$ cat config.mk
export PLATFORM = sky130hd
export DESIGN_NAME = eth_rx_frame_flat
export DESIGN_NICKNAME = d
export VERILOG_FILES = /design/src/rtl/eth_pkg.sv /design/src/rtl/eth_rx_frame_if.sv /design/src/rtl/eth_crc32.sv /design/src/rtl/eth_rx_frame.sv /design/src/flat_wrapper.sv
export SDC_FILE = /design/constraint.sdc
export NUM_CORES = 1
export LEC_CHECK = 0
export BUFFER_PORTS_ARGS = -buffer_cell sky130_fd_sc_hd__buf_4
export CAP_MARGIN = 20
export CORE_MARGIN = 2
export CORE_UTILIZATION = 64
export DETAILED_ROUTE_END_ITERATION = 7
export PLACE_DENSITY = 0.91
export SETUP_SLACK_MARGIN = 0.3
export SYNTH_ARGS = -nofsm -noshare
export SYNTH_HDL_FRONTEND = slang
export SYNTH_SLANG_ARGS = --single-unit
export TNS_END_PERCENT = 10
$ cat constraint.sdc
create_clock -name rxclk -period 3.7 [get_ports rxclk]
set_input_delay 0.74 -clock rxclk [delete_from_list [all_inputs] [get_ports rxclk]]
set_output_delay 0.74 -clock rxclk [all_outputs]
set_load 0.1 [all_outputs]
$ cat src/rtl/eth_pkg.sv
// ----------------------------------------------------------------------------
// eth_pkg : shared constants, FSM state type and CRC-32 byte step for eth_rx_frame
// Rev 1.0
// ----------------------------------------------------------------------------
`default_nettype none

package eth_pkg;

   localparam int ST_CRC_ERR  = 0;
   localparam int ST_RUNT     = 1;
   localparam int ST_LONG     = 2;
   localparam int ST_RX_ER    = 3;
   localparam int ST_MAC_MISS = 4;

   localparam logic [7:0]  PREAMBLE      = 8'h55;
   localparam logic [7:0]  SFD           = 8'hD5;
   localparam logic [31:0] CRC_INIT      = 32'hFFFF_FFFF;
   localparam logic [31:0] CRC_RESIDUE   = 32'hDEBB_20E3;
   localparam logic [31:0] CRC_POLY_REFL = 32'hEDB8_8320;

   typedef enum logic [2:0] {
      S_IDLE    = 3'd0,
      S_PRE     = 3'd1,
      S_FRAME   = 3'd2,
      S_EOP     = 3'd3,
      S_DISCARD = 3'd4
   } state_t;

   // Reflected CRC-32: byte enters LSB first.
   function automatic logic [31:0] crc32_byte(input logic [31:0] crc, input logic [7:0] data);
      logic [31:0] c;
      c = crc ^ {24'h0, data};
      for (int i = 0; i < 8; i++) begin
         c = c[0] ? ((c >> 1) ^ CRC_POLY_REFL) : (c >> 1);
      end
      return c;
   endfunction

endpackage

`default_nettype wire

$ cat src/rtl/eth_rx_frame_if.sv
// ----------------------------------------------------------------------------
// eth_rx_frame_if : byte stream in from RGMII capture, framed stream/status out
// Rev 1.0
// ----------------------------------------------------------------------------
`default_nettype none

interface eth_rx_frame_if;
   logic        in_dv;
   logic        in_er;
   logic [7:0]  in_data;
   logic        out_valid;
   logic [7:0]  out_data;
   logic        out_sop;
   logic        out_eop;
   logic [4:0]  out_status;
   logic [15:0] ok_cnt;
   logic [15:0] bad_cnt;

   modport master (
      output in_dv, in_er, in_data,
      input  out_valid, out_data, out_sop, out_eop, out_status, ok_cnt, bad_cnt
   );

   modport slave (
      input  in_dv, in_er, in_data,
      output out_valid, out_data, out_sop, out_eop, out_status, ok_cnt, bad_cnt
   );
endinterface

`default_nettype wire

$ cat src/rtl/eth_crc32.sv
// ----------------------------------------------------------------------------
// eth_crc32 : byte-wide reflected CRC-32 register with clear and enable
// Rev 1.0
// ----------------------------------------------------------------------------
`default_nettype none

module eth_crc32
   import eth_pkg::*;
(
   input  wire logic        rxclk,
   input  wire logic        rstn,
   input  wire logic        clr,
   input  wire logic        en,
   input  wire logic [7:0]  data,
   output logic      [31:0] crc
);

   always_ff @(posedge rxclk or negedge rstn) begin
      if (!rstn) begin
         crc <= CRC_INIT;
      end else if (clr) begin
         crc <= CRC_INIT;
      end else if (en) begin
         crc <= crc32_byte(crc, data);
      end
   end

endmodule

`default_nettype wire

$ cat src/rtl/eth_rx_frame.sv
// ----------------------------------------------------------------------------
// eth_rx_frame : Ethernet RX framer - SFD strip, CRC/length check, FCS strip, status
// Optional DA filter: ETH_RX_MAC_FILTER_EN.  Rev 1.0
// ----------------------------------------------------------------------------
`default_nettype none

module eth_rx_frame
   import eth_pkg::*;
#(
   parameter logic [47:0] MAC_ADDR = 48'h02_00_00_00_00_01,
   parameter int          MIN_LEN  = 64,
   parameter int          MAX_LEN  = 1518
) (
   input  wire logic     rxclk,
   input  wire logic     rstn,
   eth_rx_frame_if.slave rx
);

   localparam logic [15:0] MIN_L = 16'(MIN_LEN);
   localparam logic [15:0] MAX_L = 16'(MAX_LEN);

   state_t          state;
   logic [15:0]     frame_len;
   logic [3:0][7:0] dly;
   logic            rx_er_seen;
   logic            valid_q;
   logic            sop_q;
   logic            eop_q;
   logic [7:0]      data_q;
   logic [4:0]      status_q;
   logic [15:0]     ok_q;
   logic [15:0]     bad_q;
   logic            sfd_seen;
   logic            byte_in;
   logic [31:0]     crc;
   logic            mac_miss;
   logic [4:0]      status_now;

   assign sfd_seen = rx.in_dv && (rx.in_data == SFD) &&
                     ((state == S_IDLE) || ((state == S_PRE) && !rx.in_er));
   assign byte_in  = (state == S_FRAME) && rx.in_dv;

   eth_crc32 u_crc (
      .rxclk (rxclk),
      .rstn  (rstn),
      .clr   (sfd_seen),
      .en    (byte_in),
      .data  (rx.in_data),
      .crc   (crc)
   );

`ifdef ETH_RX_MAC_FILTER_EN
   logic       ucast_hit;
   logic       bcast_hit;
   logic [2:0] da_idx;
   logic [7:0] da_byte;

   // DA byte 0 is the most significant byte of MAC_ADDR.
   assign da_idx  = 3'd5 - frame_len[2:0];
   assign da_byte = MAC_ADDR[{da_idx, 3'b000} +: 8];

   always_ff @(posedge rxclk or negedge rstn) begin
      if (!rstn) begin
         ucast_hit <= 1'b0;
         bcast_hit <= 1'b0;
      end else if (sfd_seen) begin
         ucast_hit <= 1'b1;
         bcast_hit <= 1'b1;
      end else if (byte_in && (frame_len < 16'd6)) begin
         if (rx.in_data != da_byte) ucast_hit <= 1'b0;
         if (rx.in_data != 8'hFF)   bcast_hit <= 1'b0;
      end
   end

   assign mac_miss = !(ucast_hit || bcast_hit) || (frame_len < 16'd6);
`else
   logic unused_mac_addr;
   assign unused_mac_addr = ^MAC_ADDR;
   assign mac_miss        = 1'b0;
`endif

   always_comb begin
      status_now              = '0;
      status_now[ST_CRC_ERR]  = (crc != CRC_RESIDUE);
      status_now[ST_RUNT]     = (frame_len < MIN_L);
      status_now[ST_LONG]     = (frame_len > MAX_L);
      status_now[ST_RX_ER]    = rx_er_seen;
      status_now[ST_MAC_MISS] = mac_miss;
   end

   always_ff @(posedge rxclk or negedge rstn) begin
      if (!rstn) begin
         state      <= S_IDLE;
         frame_len  <= '0;
         dly        <= '0;
         rx_er_seen <= 1'b0;
         valid_q    <= 1'b0;
         sop_q      <= 1'b0;
         eop_q      <= 1'b0;
         data_q     <= '0;
         status_q   <= '0;
         ok_q       <= '0;
         bad_q      <= '0;
      end else begin
         valid_q  <= 1'b0;
         sop_q    <= 1'b0;
         eop_q    <= 1'b0;
         status_q <= '0;

         if (sfd_seen) begin
            frame_len  <= '0;
            dly        <= '0;
            rx_er_seen <= 1'b0;
         end

         case (state)
            S_IDLE: begin
               if (rx.in_dv) begin
                  if (rx.in_data == PREAMBLE) state <= S_PRE;
                  else if (sfd_seen)          state <= S_FRAME;
                  else                        state <= S_DISCARD;
               end
            end

            S_PRE: begin
               if (!rx.in_dv)                                 state <= S_IDLE;
               else if (sfd_seen)                             state <= S_FRAME;
               else if (!rx.in_er && rx.in_data == PREAMBLE)  state <= S_PRE;
               else                                           state <= S_DISCARD;
            end

            S_FRAME: begin
               if (rx.in_dv) begin
                  if (frame_len != 16'hFFFF) frame_len <= frame_len + 16'd1;
                  dly <= {dly[2:0], rx.in_data};
                  if (rx.in_er) rx_er_seen <= 1'b1;
                  // Four bytes of lookahead: the last four bytes (FCS) never leave.
                  if (frame_len >= 16'd4) begin
                     valid_q <= 1'b1;
                     data_q  <= dly[3];
                     sop_q   <= (frame_len == 16'd4);
                  end
               end else begin
                  state <= S_EOP;
               end
            end

            S_EOP: begin
               eop_q    <= 1'b1;
               status_q <= status_now;
               if (status_now == 5'd0) ok_q  <= ok_q + 16'd1;
               else                    bad_q <= bad_q + 16'd1;
               state <= S_IDLE;
            end

            S_DISCARD: begin
               if (!rx.in_dv) state <= S_IDLE;
            end

            default: state <= S_IDLE;
         endcase
      end
   end

   assign rx.out_valid  = valid_q;
   assign rx.out_data   = data_q;
   assign rx.out_sop    = sop_q;
   assign rx.out_eop    = eop_q;
   assign rx.out_status = status_q;
   assign rx.ok_cnt     = ok_q;
   assign rx.bad_cnt    = bad_q;

endmodule

`default_nettype wire
$ cat src/flat_wrapper.sv
// flat-port wrapper written by rule: the top's interface ports become plain ports
module eth_rx_frame_flat import eth_pkg::*;
#(
   parameter logic [47:0] MAC_ADDR = 48'h02_00_00_00_00_01,
   parameter int          MIN_LEN  = 64,
   parameter int          MAX_LEN  = 1518
)
  (rxclk, rstn, rx_in_dv, rx_in_er, rx_in_data, rx_out_valid, rx_out_data, rx_out_sop, rx_out_eop, rx_out_status, rx_ok_cnt, rx_bad_cnt);
  eth_rx_frame_if rx_i ();
  input  wire logic rxclk;
  input  wire logic rstn;
  input wire logic [$bits(rx_i.in_dv)-1:0] rx_in_dv;
  input wire logic [$bits(rx_i.in_er)-1:0] rx_in_er;
  input wire logic [$bits(rx_i.in_data)-1:0] rx_in_data;
  output wire logic [$bits(rx_i.out_valid)-1:0] rx_out_valid;
  output wire logic [$bits(rx_i.out_data)-1:0] rx_out_data;
  output wire logic [$bits(rx_i.out_sop)-1:0] rx_out_sop;
  output wire logic [$bits(rx_i.out_eop)-1:0] rx_out_eop;
  output wire logic [$bits(rx_i.out_status)-1:0] rx_out_status;
  output wire logic [$bits(rx_i.ok_cnt)-1:0] rx_ok_cnt;
  output wire logic [$bits(rx_i.bad_cnt)-1:0] rx_bad_cnt;
  assign rx_i.in_dv = rx_in_dv;
  assign rx_i.in_er = rx_in_er;
  assign rx_i.in_data = rx_in_data;
  assign rx_out_valid = rx_i.out_valid;
  assign rx_out_data = rx_i.out_data;
  assign rx_out_sop = rx_i.out_sop;
  assign rx_out_eop = rx_i.out_eop;
  assign rx_out_status = rx_i.out_status;
  assign rx_ok_cnt = rx_i.ok_cnt;
  assign rx_bad_cnt = rx_i.bad_cnt;
  eth_rx_frame #(.MAC_ADDR(MAC_ADDR), .MIN_LEN(MIN_LEN), .MAX_LEN(MAX_LEN)) u_core (.rxclk(rxclk), .rstn(rstn), .rx(rx_i));
endmodule
==> flow_summary.toml, run 1 <==
[floorplan]
start_util_pct = 65.61
row_count = 36
core_area_mm2 = 0.009729
die-width_um = 103.9
die_h_um = 103.9
num_io_pins = 60
dieArea_mm2 = 0.01079

[clock_network]
clk_pin_slew_ns = 0.06
cts.sinks = 131
cts_setup_buffers = 0
cts.path.max_buffers = 2
h-tree-depth = 4
cts_made_buffers = 17
cts_tree = "yes"
clkLatencyLatePin_ns = 0.53
cts_resized = 0
root_buffer = "clkbuf_8"
hold_buffers = 0

[critical_path]
critPathKind = "reg -> reg"
ff2ff_path_depth = 7
worst_setup_path_start_kind = "register"
critPathCaptureType = "register"
required_ns = 4.12
cp.arrival_ns = 3.47
crit_fanout = 14
r2r_slack_ns = 0.65

[placement]
io_buffers = 58
dpl_cell_area_mm2 = 0.006945
place_inst = 809
dp_hpwl_um = 9486
place_congestion = 0.9081
post-place-ws_ns = 0.7306

[job]
maxCapViolations = 0

[power]
power_per_cell_area_mw_per_mm2 = 673.5
p_leak_nw = 3.459
ir_drop_mv = 0.5486
finalPower_mw = 5.115

[timing]
fmax_mhz = 327.7
timing.setup.tns_ns = 0
period_needed_ns = 3.052
maxSlewViolCount = 0
fin_crit_sh_pct = 82.48
finalHoldViolations = 0
fin_hold_ws_ns = 0.2542
slew_headroom_pct = 43.07
worst_pin_slew_ns = 0.8540
finClkSkew_ns = 0.007199
finalSetupViolCount = 0
layout_setup_ws_ns = 0.6483
rsz0062_at_grt = "no"

[routing]
wirelength_um = 15930
vias_per_cell = 6.250
first_pass_iters = 5
num_vias = 5256
final_antenna_net_count = 0
wl_per_cell_um = 18.94
drt-initial-drc-count = 518
drc = 0

[logic_synthesis]
synth_edf_count = 0
yosysWarnings = 0
synth_nets = 653
synthesis.area_mm2 = 0.006384
postSynthCellCount = 637
ys_seq_area_share_pct = 51.98
synth.distinct_cells = 52
ys.flop_type = "dfrtp_1"
async_flop_share_pct = 100.0
syn_avg_cell_area_um2 = 10.02
ys_ff_latch = 131

[final_layout]
final_core_util_pct = 78.06
instances_no_fill = 841
area_delta_synth_final_pct = 18.97
fin_area_mm2 = 0.007595
multi_input_area_mm2 = 0.002909
antenna_cells = 0
drive_gt1_share_pct = 22.32
nets = 711
fill_cells = 532
seqCellArea_mm2 = 0.003318

[global_routing]
antenna_found_initial = 0
grt_overflow_total = 0
grt_max_degree = 68
track_usage_pct = 30.90
grt_pass1_wl_um = 26480
grt_pass1_vias = 5272

[worst_hold_path]
hp-class = "in -> async"

[status]
status = "finished clean"
-- critical path, stage by stage (launching register included) --
cell and delay (ns):
dfrtp_1 0.42, ha_1 0.22, nand3_1 0.15, nor2_1 0.46, a41oi_1 0.49, nor2_1 0.79, o21ai_0 0.24, o21ai_0 0.17
-- final cells by class --
cell class                 count  area share [%]
clock buffer                  21           5.914
sequential                   131           43.69
multi-input combinational    469           38.30
timing repair buffer          71           7.018
tap                          133           2.191
clock inverter                11           2.636
inverter                       5          0.2471
-- placed cells by master (no fill, tap or decap), types with 3 or more instances in the layout --
cell type	Yosys	final
clkinv_4	0	3
a21oi_1	24	24
nor4_1	11	10
ha_1	4	4
and2_1	6	5
nor4b_1	3	3
nand4b_1	5	5
clkbuf_16	0	16
and3_1	7	7
clkbuf_8	0	3
nor3b_1	5	5
o21ai_0	58	58
dfrtp_1	99	99
xnor2_1	58	58
nand4_1	7	7
buf_4	1	71
nor2_1	24	24
nand2_1	111	110
xor2_1	45	45
dfstp_2	32	32
bufinv_16	0	5
inv_1	5	5
nor3_1	25	25
o211ai_1	10	10
nand3_1	22	22
mux2_2	10	10
-- cell usage after synthesis (2+ instances only) --
library cell	count	area, um2
dfrtp_1	99	2477
o211ai_1	10	75.07
nor2_1	24	90.09
nor4b_1	3	26.28
mux2_2	10	112.6
nor3_1	25	125.1
and3_1	7	43.79
dfstp_2	32	840.8
a31oi_1	2	12.51
nand3_1	22	110.1
nand4b_1	5	43.79
nor4_1	11	68.82
clkbuf_1	26	97.59
xor2_1	45	394.1
a22o_1	2	17.52
nor3b_1	5	37.54
nand2_1	111	416.7
xnor2_1	58	508.0
nor3_2	2	20.02
o31ai_1	2	15.01
and2_1	6	37.54
nand4_1	7	43.79
a21oi_1	24	120.1
nor3_4	2	32.53
inv_1	5	18.77
o21ai_0	58	290.3
buf_1	3	11.26
and4_1	2	17.52
or4_1	2	15.01
ha_1	4	50.05
nand2b_1	2	12.51
-- path summary, 6_finish.rpt --
| check | start | end |
|---|---|---|
| worst min-delay path | rstn | asynchronous set/reset pin |
| worst max-delay path | u_core.frame_len[0]$_DFF_PN0_ | u_core.frame_len[12]$_DFF_PN0_ |
| worst min register to register | register | register |
| max in group asynchronous | rstn | u_core.u_crc.crc[7]$_DFFE_PN1P_ |
| min in group rxclk | rx_in_data[5] | register |
| worst max register to register | u_core.frame_len[0]$_DFF_PN0_ | u_core.frame_len[12]$_DFF_PN0_ |
-- report_power, final --
part | internal [mW] | total, mW | switching (mW)
clock network | 1.20 | 1.84 | 0.635
logic | 0.650 | 1.44 | 0.787
registers | 1.68 | 1.84 | 0.158
-- cell families after synthesis --
group | count (synthesis) | synth area share, %
flops | 131 | 51.98
other cells | 1 | 0.05874
xor+xnor | 103 | 14.13
buf+inv | 37 | 2.607
simple gates | 245 | 19.23
compound gates | 105 | 9.291
fa+ha+maj | 4 | 0.7840
mux | 11 | 1.921
-- routing by layer --
layer  share of wire, %  GRT usage [%]
met3                6.4          7.519
met5                  0              0
met2                 50          50.42
met4                3.8          15.54
met1                 40          38.68
Power figures use the tool's default switching activity.
==> run 2, diff against run 1 <==
- CORE_UTILIZATION: 64 -> 54
- PLACE_DENSITY: 0.91 -> 0.83
- clock period: 3.7 -> 2.6 ns (I/O delays scaled with it)
==> run 2 against run 1 <==
Critical path depth did not move. Clock-buffer cell count fell by 4. Design area rose by 8.0%. First-iteration DRC count fell by 4.6%. Final cell count rose by 3.8%. Fmax rose by 18%. Hold slack got worse by 0.18 ns. Routed wire length rose by 2.4%. Combinational power rose by 50%. Via count fell by 1.6%. Largest cell class unchanged. Largest power group unchanged. Highest routed layer unchanged.
==> flow_summary.toml, run 2 (synthesis results as in run 1) <==
[global_routing]
grt_pass1_wl_um = 25400
antenna_found_initial = 0
grt_overflow_total = 0
grt_pass1_vias = 5051
grt_max_degree = 62
track_usage_pct = 25.10

[clock_network]
clk_pin_slew_ns = 0.06
cts.path.max_buffers = 2
clkLatencyLatePin_ns = 0.42
h-tree-depth = 4
root_buffer = "clkbuf_16"
hold_buffers = 0
cts_tree = "yes"
cts_made_buffers = 17
cts.sinks = 131

[timing]
finClkSkew_ns = 0.01186
period_needed_ns = 2.576
finalHoldViolations = 0
maxSlewViolCount = 0
finalSetupViolCount = 0
fin_crit_sh_pct = 99.09
worst_pin_slew_ns = 0.6946
layout_setup_ws_ns = 0.02359
timing.setup.tns_ns = 0
rsz0062_at_grt = "yes"
fmax_mhz = 388.1
fin_hold_ws_ns = 0.07164
slew_headroom_pct = 53.56

[floorplan]
die_h_um = 112.7
die-width_um = 112.7
core_area_mm2 = 0.01147
row_count = 39
start_util_pct = 55.67
num_io_pins = 60
dieArea_mm2 = 0.01271

[job]
maxCapViolations = 0

[routing]
highest_layer = "met4"
wl_per_cell_um = 18.68
first_pass_iters = 5
drt-initial-drc-count = 494
wl_met2_um = 8427
vias_per_cell = 5.922
wl_met3_um = 1022
drc = 0
num_vias = 5170
wirelength_um = 16300
final_antenna_net_count = 0
wirelength_met1_um = 6485

[final_layout]
nets = 733
fill_cells = 755
final_common_cell = "nand2_1"
final_cell_mix = "nand2_1, dfrtp_1, buf_4"
seqCellArea_mm2 = 0.003321
drive_gt1_share_pct = 29.73
area_delta_synth_final_pct = 28.48
multi_input_area_mm2 = 0.003276
antenna_cells = 0

[critical_path]
r2r_slack_ns = 0.02
worst_setup_path_start_kind = "register"
crit_fanout = 8
critPathKind = "reg -> reg"
required_ns = 2.94
critPathCaptureType = "register"
r2r_end = "u_core.rx.ok_cnt[7]$_DFFE_PN0P_"
cp.arrival_ns = 2.91
ff2ff_path_depth = 7
rr_startpoint = "u_core.u_crc.crc[19]$_DFFE_PN1P_"

[placement]
place_congestion = 0.8990
post-place-ws_ns = -0.1155
dp_hpwl_um = 9703
io_buffers = 58

[power]
finalPower_mw = 7.329
p_leak_nw = 3.782
power_per_cell_area_mw_per_mm2 = 893.7
ir_drop_mv = 0.8078

[status]
status = "finished clean"

[worst_hold_path]
hp-class = "in -> async"
## run 2: metrics by stage
stage / util [%] / area [um2] / std cells
3_5_place_dp: 61.97 / 7107 / 833
3_3_place_gp: 61.97 / 7107 / 833
2_1_floorplan: - / 6390 / 637
4_1_cts: 68.70 / 7878 / 872
6_report: 71.52 / 8202 / 873
5_1_grt: 71.52 / 8202 / 873
## run 2: worst max-delay path by stage
stage                                     start  cells past startpoint  slack, ns                                to
4_1_cts        u_core.u_crc.crc[19]$_DFFE_PN1P_                      7       0.10   u_core.rx.ok_cnt[8]$_DFFE_PN0P_
6_report       u_core.u_crc.crc[19]$_DFFE_PN1P_                      7       0.02   u_core.rx.ok_cnt[7]$_DFFE_PN0P_
3_5_place_dp   u_core.u_crc.crc[26]$_DFFE_PN1P_                      7      -0.12   u_core.rx.ok_cnt[9]$_DFFE_PN0P_
2_1_floorplan    u_core.frame_len[15]$_DFF_PN0_                      8       0.30  u_core.rx.ok_cnt[14]$_DFFE_PN0P_
3_3_place_gp   u_core.u_crc.crc[27]$_DFFE_PN1P_                      7       0.03  u_core.rx.bad_cnt[1]$_DFFE_PN0P_
5_1_grt          u_core.frame_len[12]$_DFF_PN0_                      7      -0.06   u_core.rx.ok_cnt[9]$_DFFE_PN0P_
## run 2: where the power goes
group,internal (mW),switching [mW],leakage (nW)
registers,2.39,0.223,1.70
logic,1.04,1.13,1.78
clock network,1.61,0.939,0.304
## run 2: metal layers
layer | vias to the layer above | global-route usage [%]
met2 | 207 | 41.12
met3 | 36 | 5.731
met1 | 2579 | 32.33
met4 | 0 | 10.57
met5 | - | 0
li1 | 2348 | -
## run 2: cell type report
| class | count | area share (%) |
|---|---|---|
| inverters | 5 | 0.2288 |
| clock buffers | 17 | 5.187 |
| flip-flops and latches | 131 | 40.49 |
| repair buffers | 93 | 9.504 |
| well taps | 143 | 2.182 |
| clock inverters | 15 | 2.471 |
| multi-input cells | 469 | 39.94 |
## run 2: repair_timing
item,CTS,global route
gates resized for setup,14,60
setup buffers,6,1
endpoints found under the setup margin,29,53
cloned,1,0
pin swaps,8,45
## run 2: critical path, stage by stage, from the launching register on
cell	delay (ns)
dfstp_2	0.53
nand4b_1	0.14
nor4_2	0.38
nand4_1	0.25
or4_4	0.60
buf_12	0.18
nor3_2	0.22
xor2_1	0.19
